### src/rtl/accel_axis_filter.sv
// ---------------------------------------------------------------------------
// accel_axis_filter
//
// Per-axis moving-average and hysteretic tilt detector for packed
// accelerometer samples. Each accepted sample is folded into a boxcar sum of
// the last 2^LOG2_DEPTH samples per axis, one axis per cycle. The averaged
// axes are then published with a one-cycle valid pulse.
//
// Ports
//   clk           system clock
//   reset         asynchronous, active-high reset
//   clear         synchronous flush of window, tilt and overrun state
//   sample_valid  one-cycle strobe qualifying sample_data
//   sample_data   packed samples, axis a in [a*DATA_W +: DATA_W]
//   busy          high while a sample is being folded in
//   avg_valid     one-cycle pulse when avg_data / tilt / fill_done update
//   avg_data      averaged axes, same packing as sample_data, held between updates
//   tilt          per-axis hysteretic tilt flag
//   fill_done     window has been filled since reset or clear
//   overrun       sticky flag: a sample arrived while busy and was dropped
// ---------------------------------------------------------------------------
module accel_axis_filter #(
  parameter int NUM_AXES    = 3,
  parameter int DATA_W      = 16,
  parameter int LOG2_DEPTH  = 3,
  parameter int TILT_THRESH = 200,
  parameter int TILT_HYST   = 32
) (
  input  logic                         clk,
  input  logic                         reset,
  input  logic                         clear,
  input  logic                         sample_valid,
  input  logic [NUM_AXES*DATA_W-1:0]   sample_data,
  output logic                         busy,
  output logic                         avg_valid,
  output logic [NUM_AXES*DATA_W-1:0]   avg_data,
  output logic [NUM_AXES-1:0]          tilt,
  output logic                         fill_done,
  output logic                         overrun
);

  localparam int DEPTH  = 1 << LOG2_DEPTH;
  localparam int SUM_W  = DATA_W + LOG2_DEPTH;
  localparam int AXIS_W = (NUM_AXES > 1) ? $clog2(NUM_AXES) : 1;
  localparam int FILL_W = LOG2_DEPTH + 1;

  localparam logic [FILL_W-1:0] FILL_FULL    = FILL_W'(DEPTH);
  localparam logic [AXIS_W-1:0] LAST_AXIS    = AXIS_W'(NUM_AXES - 1);
  localparam logic [DATA_W:0]   TILT_SET_LVL = (DATA_W + 1)'(TILT_THRESH);
  localparam logic [DATA_W:0]   TILT_CLR_LVL = (DATA_W + 1)'(TILT_THRESH - TILT_HYST);

  typedef enum logic [1:0] {
    IDLE,
    ACC,
    OUT
  } state_e;

  state_e                        state_q, state_d;
  logic [AXIS_W-1:0]             axis_q, axis_d;
  logic [NUM_AXES*DATA_W-1:0]    sampleLatch_q, sampleLatch_d;
  logic signed [SUM_W-1:0]       sum_q [NUM_AXES];
  logic signed [SUM_W-1:0]       sum_d [NUM_AXES];
  logic [LOG2_DEPTH-1:0]         wrPtr_q, wrPtr_d;
  logic [FILL_W-1:0]             fillCnt_q, fillCnt_d;
  logic                          fillDone_q, fillDone_d;
  logic [NUM_AXES-1:0]           tilt_q, tilt_d;
  logic                          avgValid_q, avgValid_d;
  logic [NUM_AXES*DATA_W-1:0]    avgData_q, avgData_d;
  logic                          overrun_q, overrun_d;

  // Ring buffer holding the window; never reset, only read once it is full.
  logic signed [DATA_W-1:0]      ringBuf [NUM_AXES][DEPTH];

  logic signed [DATA_W-1:0]      newSample;
  logic signed [DATA_W-1:0]      oldestSample;
  logic signed [SUM_W-1:0]       sumUpd;
  logic signed [SUM_W-1:0]       sumAfter [NUM_AXES];
  logic                          bufWe;
  logic                          lastAxis;
  logic [FILL_W-1:0]             fillCntInc;
  logic                          fillDoneNext;
  logic [NUM_AXES*DATA_W-1:0]    avgNext;
  logic [NUM_AXES-1:0]           tiltNext;

  // Datapath for the axis currently being folded in. Until the window is
  // full the slot being overwritten holds no real sample, so it counts as 0.
  always_comb begin
    newSample    = sampleLatch_q[axis_q*DATA_W +: DATA_W];
    oldestSample = fillDone_q ? ringBuf[axis_q][wrPtr_q] : '0;
    sumUpd       = sum_q[axis_q] + SUM_W'(newSample) - SUM_W'(oldestSample);
    lastAxis     = (axis_q == LAST_AXIS);
  end

  // Sums as they will stand after this cycle's axis update; the averages
  // published on the last ACC cycle must already include the final axis.
  always_comb begin
    sumAfter         = sum_q;
    sumAfter[axis_q] = sumUpd;
  end

  // Fill counter saturates at the window size; fill_done rises together with
  // the avg_valid of the sample that completes the window.
  always_comb begin
    fillCntInc   = (fillCnt_q == FILL_FULL) ? fillCnt_q : fillCnt_q + 1'b1;
    fillDoneNext = (fillCntInc == FILL_FULL);
  end

  // Per-axis average and tilt. The magnitude uses one extra bit so the most
  // negative average has an exact absolute value. Tilt stays 0 until the
  // window is full, then sets above the threshold and clears below
  // threshold minus hysteresis.
  for (genvar a = 0; a < NUM_AXES; a++) begin : gAxis
    logic signed [DATA_W-1:0] avgAxis;
    logic signed [DATA_W:0]   avgWide;
    logic        [DATA_W:0]   avgMag;

    assign avgAxis = DATA_W'(sumAfter[a] >>> LOG2_DEPTH);
    assign avgWide = {avgAxis[DATA_W-1], avgAxis};
    assign avgMag  = avgWide[DATA_W] ? -avgWide : avgWide;
    assign avgNext[a*DATA_W +: DATA_W] = avgAxis;

    always_comb begin
      tiltNext[a] = tilt_q[a];
      if (avgMag > TILT_SET_LVL) begin
        tiltNext[a] = 1'b1;
      end else if (avgMag < TILT_CLR_LVL) begin
        tiltNext[a] = 1'b0;
      end
      if (!fillDoneNext) begin
        tiltNext[a] = 1'b0;
      end
    end
  end

  // Control FSM next-state and register updates. The outputs are registered
  // on the transition into OUT so they appear in the OUT cycle itself.
  // clear overrides everything except avg_data, which keeps its last value.
  always_comb begin
    state_d       = state_q;
    axis_d        = axis_q;
    sampleLatch_d = sampleLatch_q;
    sum_d         = sum_q;
    wrPtr_d       = wrPtr_q;
    fillCnt_d     = fillCnt_q;
    fillDone_d    = fillDone_q;
    tilt_d        = tilt_q;
    avgValid_d    = 1'b0;
    avgData_d     = avgData_q;
    overrun_d     = overrun_q;
    bufWe         = 1'b0;

    case (state_q)
      IDLE: begin
        if (sample_valid) begin
          sampleLatch_d = sample_data;
          axis_d        = '0;
          state_d       = ACC;
        end
      end
      ACC: begin
        bufWe = 1'b1;
        sum_d = sumAfter;
        if (lastAxis) begin
          state_d    = OUT;
          avgValid_d = 1'b1;
          avgData_d  = avgNext;
          tilt_d     = tiltNext;
          wrPtr_d    = wrPtr_q + 1'b1;
          fillCnt_d  = fillCntInc;
          fillDone_d = fillDoneNext;
        end else begin
          axis_d = axis_q + 1'b1;
        end
      end
      OUT: begin
        state_d = IDLE;
      end
      default: begin
        state_d = IDLE;
      end
    endcase

    if (sample_valid && (state_q != IDLE)) begin
      overrun_d = 1'b1;
    end

    if (clear) begin
      state_d    = IDLE;
      axis_d     = '0;
      wrPtr_d    = '0;
      fillCnt_d  = '0;
      fillDone_d = 1'b0;
      tilt_d     = '0;
      avgValid_d = 1'b0;
      avgData_d  = avgData_q;
      overrun_d  = 1'b0;
      bufWe      = 1'b0;
      for (int a = 0; a < NUM_AXES; a++) begin
        sum_d[a] = '0;
      end
    end
  end

  // State and output registers.
  always_ff @(posedge clk or posedge reset) begin
    if (reset) begin
      state_q       <= IDLE;
      axis_q        <= '0;
      sampleLatch_q <= '0;
      for (int a = 0; a < NUM_AXES; a++) begin
        sum_q[a] <= '0;
      end
      wrPtr_q       <= '0;
      fillCnt_q     <= '0;
      fillDone_q    <= 1'b0;
      tilt_q        <= '0;
      avgValid_q    <= 1'b0;
      avgData_q     <= '0;
      overrun_q     <= 1'b0;
    end else begin
      state_q       <= state_d;
      axis_q        <= axis_d;
      sampleLatch_q <= sampleLatch_d;
      sum_q         <= sum_d;
      wrPtr_q       <= wrPtr_d;
      fillCnt_q     <= fillCnt_d;
      fillDone_q    <= fillDone_d;
      tilt_q        <= tilt_d;
      avgValid_q    <= avgValid_d;
      avgData_q     <= avgData_d;
      overrun_q     <= overrun_d;
    end
  end

  // Window storage; written with the new sample as its axis is folded in.
  always_ff @(posedge clk) begin
    if (bufWe) begin
      ringBuf[axis_q][wrPtr_q] <= newSample;
    end
  end

  assign busy      = (state_q != IDLE);
  assign avg_valid = avgValid_q;
  assign avg_data  = avgData_q;
  assign tilt      = tilt_q;
  assign fill_done = fillDone_q;
  assign overrun   = overrun_q;

endmodule

### config.mk
export PLATFORM = sky130hd
export DESIGN_NAME = accel_axis_filter
export DESIGN_NICKNAME = d
export VERILOG_FILES = /design/src/rtl/accel_axis_filter.sv
export SDC_FILE = /design/constraint.sdc
export NUM_CORES = 1
export LEC_CHECK = 0
export BUFFER_PORTS_ARGS = -buffer_cell sky130_fd_sc_hd__buf_2
export CAP_MARGIN = 5
export CELL_PAD_IN_SITES_DETAIL_PLACEMENT = 0
export CELL_PAD_IN_SITES_GLOBAL_PLACEMENT = 1
export CORE_MARGIN = 3
export CORE_UTILIZATION = 25
export DETAILED_ROUTE_END_ITERATION = 7
export PLACE_DENSITY_LB_ADDON = 0.08
export SYNTH_ARGS = -nofsm -noshare
export SYNTH_HDL_FRONTEND = slang
export SYNTH_SLANG_ARGS = --single-unit
### constraint.sdc
create_clock -name clk -period 6.5 [get_ports clk]
set_clock_uncertainty 0.1 [all_clocks]
set_input_delay 0.325 -clock clk [delete_from_list [all_inputs] [get_ports clk]]
set_output_delay 0.325 -clock clk [all_outputs]
set_load 0.02 [all_outputs]
Word-level counts from Yosys, hierarchy flattened:

Memories as Yosys holds them, arrays and structs flattened.
Cells that the tools add are included.

* reduce and logical (&&, ||, !) cells: 17
* magnitude comparators: 10
* equality and inequality tests: 10
* mux-type cells: 56
* shift operators: 1
* add/sub/neg operators: 8
* bitwise operators: 3

Operator list (count)
* two-way mux 128 bit: 1
* two-way mux 57 bit: 2
* two-way mux 16 bit: 4
* bitwise mux 57 bit: 1
* two-way mux 19 bit: 3
* greater-than comparator 17 x 8 -> 1 bit, second input constant: 3
* < comparator 17 x 8 -> 1 bit, second input constant: 3
* two-way mux 17 bit: 3
* negation 16 -> 17 bit: 3
* binary-select mux 16 bit (select 3 bit): 1
* demux 16 bit (select 3 bit): 1
* variable part select 48 x 7 -> 16 bit: 1
* binary-select mux 19 bit (select 2 bit): 1
* demux 19 bit (select 2 bit): 1
* two-way mux 1 bit: 20
* adder 19 x 16 -> 19 bit: 1
* subtractor 19 x 16 -> 19 bit: 1
* two-way mux 3 bit: 6
* two-way mux 4 bit: 4
* AND reduction 3 bit: 5
* two-way mux 2 bit: 6
* inequality test 4 x 2 -> 1 bit, second input constant: 3
* inequality test 3 bit, second input constant: 3
* == test 4 bit, second input constant: 2
* 18 further kinds: 26

* register bits: 170
* logic and storage cells: 121
* bits of input ports: 52
* RAM bits: 384
* memories kept: 1

Memories
* ringBuf: depth 3, bits a word 128, read ports 1, clocked after memory_dff 0, write ports 1, line 72 `logic signed [DATA_W-1:0] ringBuf [NUM_AXES][DEPTH];`

Logic depth before layout (Yosys ltp):

* depth after elaboration: 16
* gate-level depth with buffers: 25
* mapped depth without buffers: 21

Worst setup path before layout:

No wires, ideal clock.

* path type: reg2reg
* start point: register axis_q[0]
* end point: register tilt_q[2] (netlist: tilt[2])
* setup time: 124 ps
* arrival: 5970 ps
* buffers on the path: 5
* path slack: 306 ps
* cell stages (with the launch flop): 18
* data required time: 6276 ps
* cells stage by stage: dfrtp_1 > buf_2 > buf_2 > clkbuf_1 > clkbuf_1 > clkbuf_1 > o21ai_0 > fa_1 > ha_1 > a211oi_1 > and2_1 > nand2_1 > a2111oi_0 > nor3_2 > or4_1 > a31oi_1 > nor4_1 > a211o_1

* elaborated cells between the ends (all ways): 31

RTL lines
* start: declaration: line 59 `logic [AXIS_W-1:0] axis_q, axis_d;`
* start signal: assignment: line 222 `axis_q <= axis_d;`
* variable part select 48 x 7 -> 16 bit (*): line 88 `newSample = sampleLatch_q[axis_q*DATA_W +: DATA_W];`
* via newSample[15]: line 74 `logic signed [DATA_W-1:0] newSample;`
* adder 19 x 16 -> 19 bit (*): line 90 `sumUpd = sum_q[axis_q] + SUM_W'(newSample) - SUM_W'(oldestSample);`
* subtractor 19 x 16 -> 19 bit (*): line 90
* bitwise mux 57 bit (*): line 98 `sumAfter[axis_q] = sumUpd;`
* negation 16 -> 17 bit: line 119 `assign avgMag = avgWide[DATA_W] ? -avgWide : avgWide;`
* two-way mux 17 bit (*): line 119
* greater-than comparator 17 x 8 -> 1 bit: line 124 `if (avgMag > TILT_SET_LVL) begin`
* two-way mux 1 bit: line 124
* two-way mux 1 bit: line 129 `if (!fillDoneNext) begin`
* two-way mux 3 bit: line 163 `if (lastAxis) begin`
* two-way mux 3 bit: line 152 `case (state_q)`
* two-way mux 3 bit: line 187 `if (clear) begin`
* end signal: assignment: line 228 `tilt_q <= tilt_d;`
* end: declaration: line 66 `logic [NUM_AXES-1:0] tilt_q, tilt_d;`

The timed path passes the listed nets; every way through them passes the cells marked *. The select of a mux whose other input is x is not followed.
A chain may end at the register's enable or synchronous reset.

Worst setup path after layout:

* start point: register axis_q[0]
* end point: register tilt_q[0] (netlist: tilt[0])

* cells in the longest elaborated chain, start to end: 15
* elaborated cells between the ends (all ways): 31

RTL lines
* parallel branches: the longest is 15 deep, another holds adder 19 x 16 -> 19 bit

Parallel ways; which one is timed is not known. The select of a mux whose other input is x is not followed.

==> summary.md <==
| Metric | Value |
|---|---|
| CTS tree | built |
| Vias per cell | ~4.8 |
| Post-detailed-routing wire length | 88540 µm |
| CTS Buf Count | approximately 70 |
| Clock slew at reported path FFs | about 0.06 ns |
| Setup Viol. Count Final | 0 |
| Compound-Gate Fraction of Synth Area | approximately 11% |
| Max-capacitance violation count | 0 |
| Slew Limit Fails | 0 |
| FILL cells | between 10000 and 15000 |
| Inserted Diodes | 0 |
| Mean post-synth cell area | roughly 13 µm² |
| Distinct cell type count after synthesis | 97 |
| Via count | 17500 |
| Final Hold Vio Count | 0 |
| Largest net degree at the start of global routing | 73 |
| Initial Util | approximately a quarter |
| First-pass GRT wire length | about 130000 µm |
| Share of cells above drive strength 1 | a little under a quarter |
| Most frequent cells in the layout | 384 x edfxtp_1, 167 x dfrtp_1, 151 x nor2_1 |
| GR Util All Layers | 16.43% |
| Initial antenna violation count | 3 |
| Crit-path max FO | 31 |
| Main combinational cell family by area after synthesis | multiplexers |
| First-pass DRT Iterations | 5 |
| I/O Buffers | about 110 |
| Max-Slew Margin vs Limit | between 30% and 40% |
| Simple-gate share of the synthesized area | under 10% |
| Final hold slack | around 0.21 ns |
| Ys flop type | edfxtp_1 |
| HPWL after DPL | 61280 µm |
| CP max stage cell | nor3_1 |
| Crit path top cell by count | fa_1 |
| Pwr dens | 382.6 nW/µm² |
| RSZ-0062 raised after global routing | no |
| Die area | between 100000 and 150000 µm² |
| #FFs+latches synth | about 550 |
| Global placer's final weighted congestion | ~0.8 |
| Pre-CTS setup slack | between 0.3 and 0.4 ns |
| Leakage | between 10 and 15 nW |
| Critical path depth in cells | 18 |
| Core Rows | ~120 |
| # DRC | 0 |
| Worst VDD drop | around 0.17 mV |
| ANT nets after route | 0 |
| Buf/Inv on CP | 2 |
| Crit-path cells | buf_12 > mux2i_1 > o22ai_1 > nor3_1 > a21oi_1 > fa_1 > inv_1 > fa_1 > a211oi_4 > o21ai_4 > and3_1 > o2111a_1 > a2111o_1 > nor2_2 > and4_1 > a31oi_1 > a21boi_1 > o211ai_2 |
| Worst EP arrival | 6.52 ns |
| Area delta synth->final | 22.40% |
| Cts repair resizes | 0 |
| Multiplexer share of the synthesized area | 11.63% |
| Delay-heaviest family, CP | compound AO/OA/AOI/OAI gates |
| FF-to-FF setup slack | around 0.39 ns |
| Syn nets | between 2000 and 2500 |
| Startpoint types | flip-flop |
| IO Pins | between 100 and 150 |
| Commonest non-fill, non-tap cell in the layout | edfxtp_1 |
| Gr ovfl total | 0 |
| WS Path Type | flip-flop to flip-flop |
| Clock net sink count | between 500 and 600 |
| Vias in the first global route | ~18000 |
| HP Class | input pin to asynchronous set/reset pin |
| Post-synth ARST share | 30.69% |
| Post-Synth XOR/XNOR Area | between 1 and 1.5% |
| Routed len/inst | 24.03 µm |
| CP peak stage delay | 0.62 ns |
| CTS H-Tree Depth | 3 |
| Skew-Pair Late Insertion Delay | around 0.63 ns |
| Mapped Area | approximately 26000 µm² |
| Fin crit share | 94.05% |
| Sequential share of the synthesized area | approximately three fifths |
| R2R depth | 18 |
| Clock Tree Buf Depth | 3 |
| Nets@finish | 2361 |
| Crit end category | flip-flop |
| WP data required | between 6 and 7 ns |
| Postcts setup bufs | 0 |
| Core area | 102500 µm² |
| Final setup margin | about 0.39 ns |
| Clock root buffer master | clkbuf_16 |
| Die Ht | around 330 µm |
| Yosys warnings | 0 |
| Worst Tran Pin Value | 0.9589 ns |
| Gate count after technology mapping | approximately 2000 |
| Setup TNS | 0 ns |
| Tmin final | between 6 and 7 ns |
| Outcome | finished, final reports clean |
| Die W | 328.6 µm |
| Post-synth EDFFs | 384 |
| Number of DRC markers in iteration 0 | roughly 1200 |
| Synth Area in Adders | under 10% |
| Achievable frequency | 163.6 MHz |
[cells in the mapped netlist, types with 14 or more instances]
cell type,instances,area (µm²)
a211oi_1,47,352.8
a21oi_1,87,435.4
a22oi_1,14,105.1
a31oi_1,18,112.6
buf_1,28,105.1
buf_2,14,70.07
clkbuf_1,82,307.8
dfrtp_1,170,4254
edfxtp_1,384,11530
fa_1,18,360.4
ha_1,29,362.9
inv_1,62,232.7
mux2_2,58,653.1
mux2i_1,132,1321
mux4_2,45,1013
nand2_1,148,555.5
nand2b_1,21,131.4
nand3_1,36,180.2
nor2_1,175,656.9
nor2b_1,19,118.9
nor3_1,35,175.2
o21a_1,16,120.1
o21ai_0,92,460.4
o22ai_1,32,200.2
xnor2_1,18,157.7
xor2_1,14,122.6
[through the flow]
step | instances | utilization, % | instance area [µm²] | total power [mW]
finish | 3684 | 31.07 | 31840 | 12.18
global route | 3684 | 31.07 | 31840 | 12.90
CTS | 3684 | 31.07 | 31840 | 12.40
detailed placement | 3509 | 28.32 | 29020 | 8.351
global placement | 3509 | 28.32 | 29020 | 8.339
floorplan | 2019 | - | 26010 | 6.648
[timing repair]
item                                    in CTS  in global routing
hold endpoints to repair                   125                  0
endpoints found under the setup margin       0                  0
hold buffers                                51                  0
[report_power, final]
group	switching, mW	internal, mW	leakage, nW
registers	0.122	4.10	5.67
clock network	1.57	2.37	1.13
logic	2.52	1.50	4.78
[kinds of logic (layout without fill, tap and decap cells)]
kind of cell,after synthesis,after routing
buffers and inverters,193,490
AND/OR/NAND/NOR,524,524
multiplexers,237,237
AO/OA/AOI/OAI,432,432
XOR/XNOR,32,32
adder cells (fa/ha/maj),47,47
flip-flops,554,554
[registers in the layout, summed over array words and instances, names as in the netlist]
signal         count
ringBuf          384
sum_q             57
avg_data          48
sampleLatch_q     48
fillCnt_q          4
tilt               3
wrPtr_q            3
axis_q             2
state_q            2
avg_valid          1
fill_done          1
overrun            1
[worst register-to-register path, delay by kind of cell (launching register included)]
family	cells	cell delay, ns
compound gates	9	2.13
simple gates	4	1.44
fa+ha+maj	2	1.10
flops	1	0.59
buf+inv	2	0.36
mux	1	0.28
[area by class of cell]
type / count / area [µm²] / area share [%]
Tap cell: 1368 / 1712 / 5.376
Sequential cell: 554 / 15800 / 49.61
Timing Repair Buffer: 302 / 2205 / 6.924
Inverter: 64 / 247.7 / 0.7781
Multi-Input combinational cell: 1272 / 9568 / 30.05
Clock buffer: 89 / 1831 / 5.749
Clock inverter: 35 / 481.7 / 1.513
[worst paths after layout]
path | start | to
max in group asynchronous | reset | sampleLatch_q[44]
max reg2reg | axis_q[0] | tilt[0]
min in group clk | avg_data[44] | avg_data[44]
min reg2reg | avg_data[44] | avg_data[44]
max | axis_q[0] | tilt[0]
min | reset | avg_valid
[layer usage]
| layer | wire length, µm | global-route usage, % |
|---|---|---|
| met5 | 13 | 0 |
| met4 | 2437 | 4.778 |
| met3 | 2983 | 2.248 |
| met2 | 42200 | 27.14 |
| met1 | 40910 | 22.46 |
No activity file was read; power rests on OpenSTA's default activity.
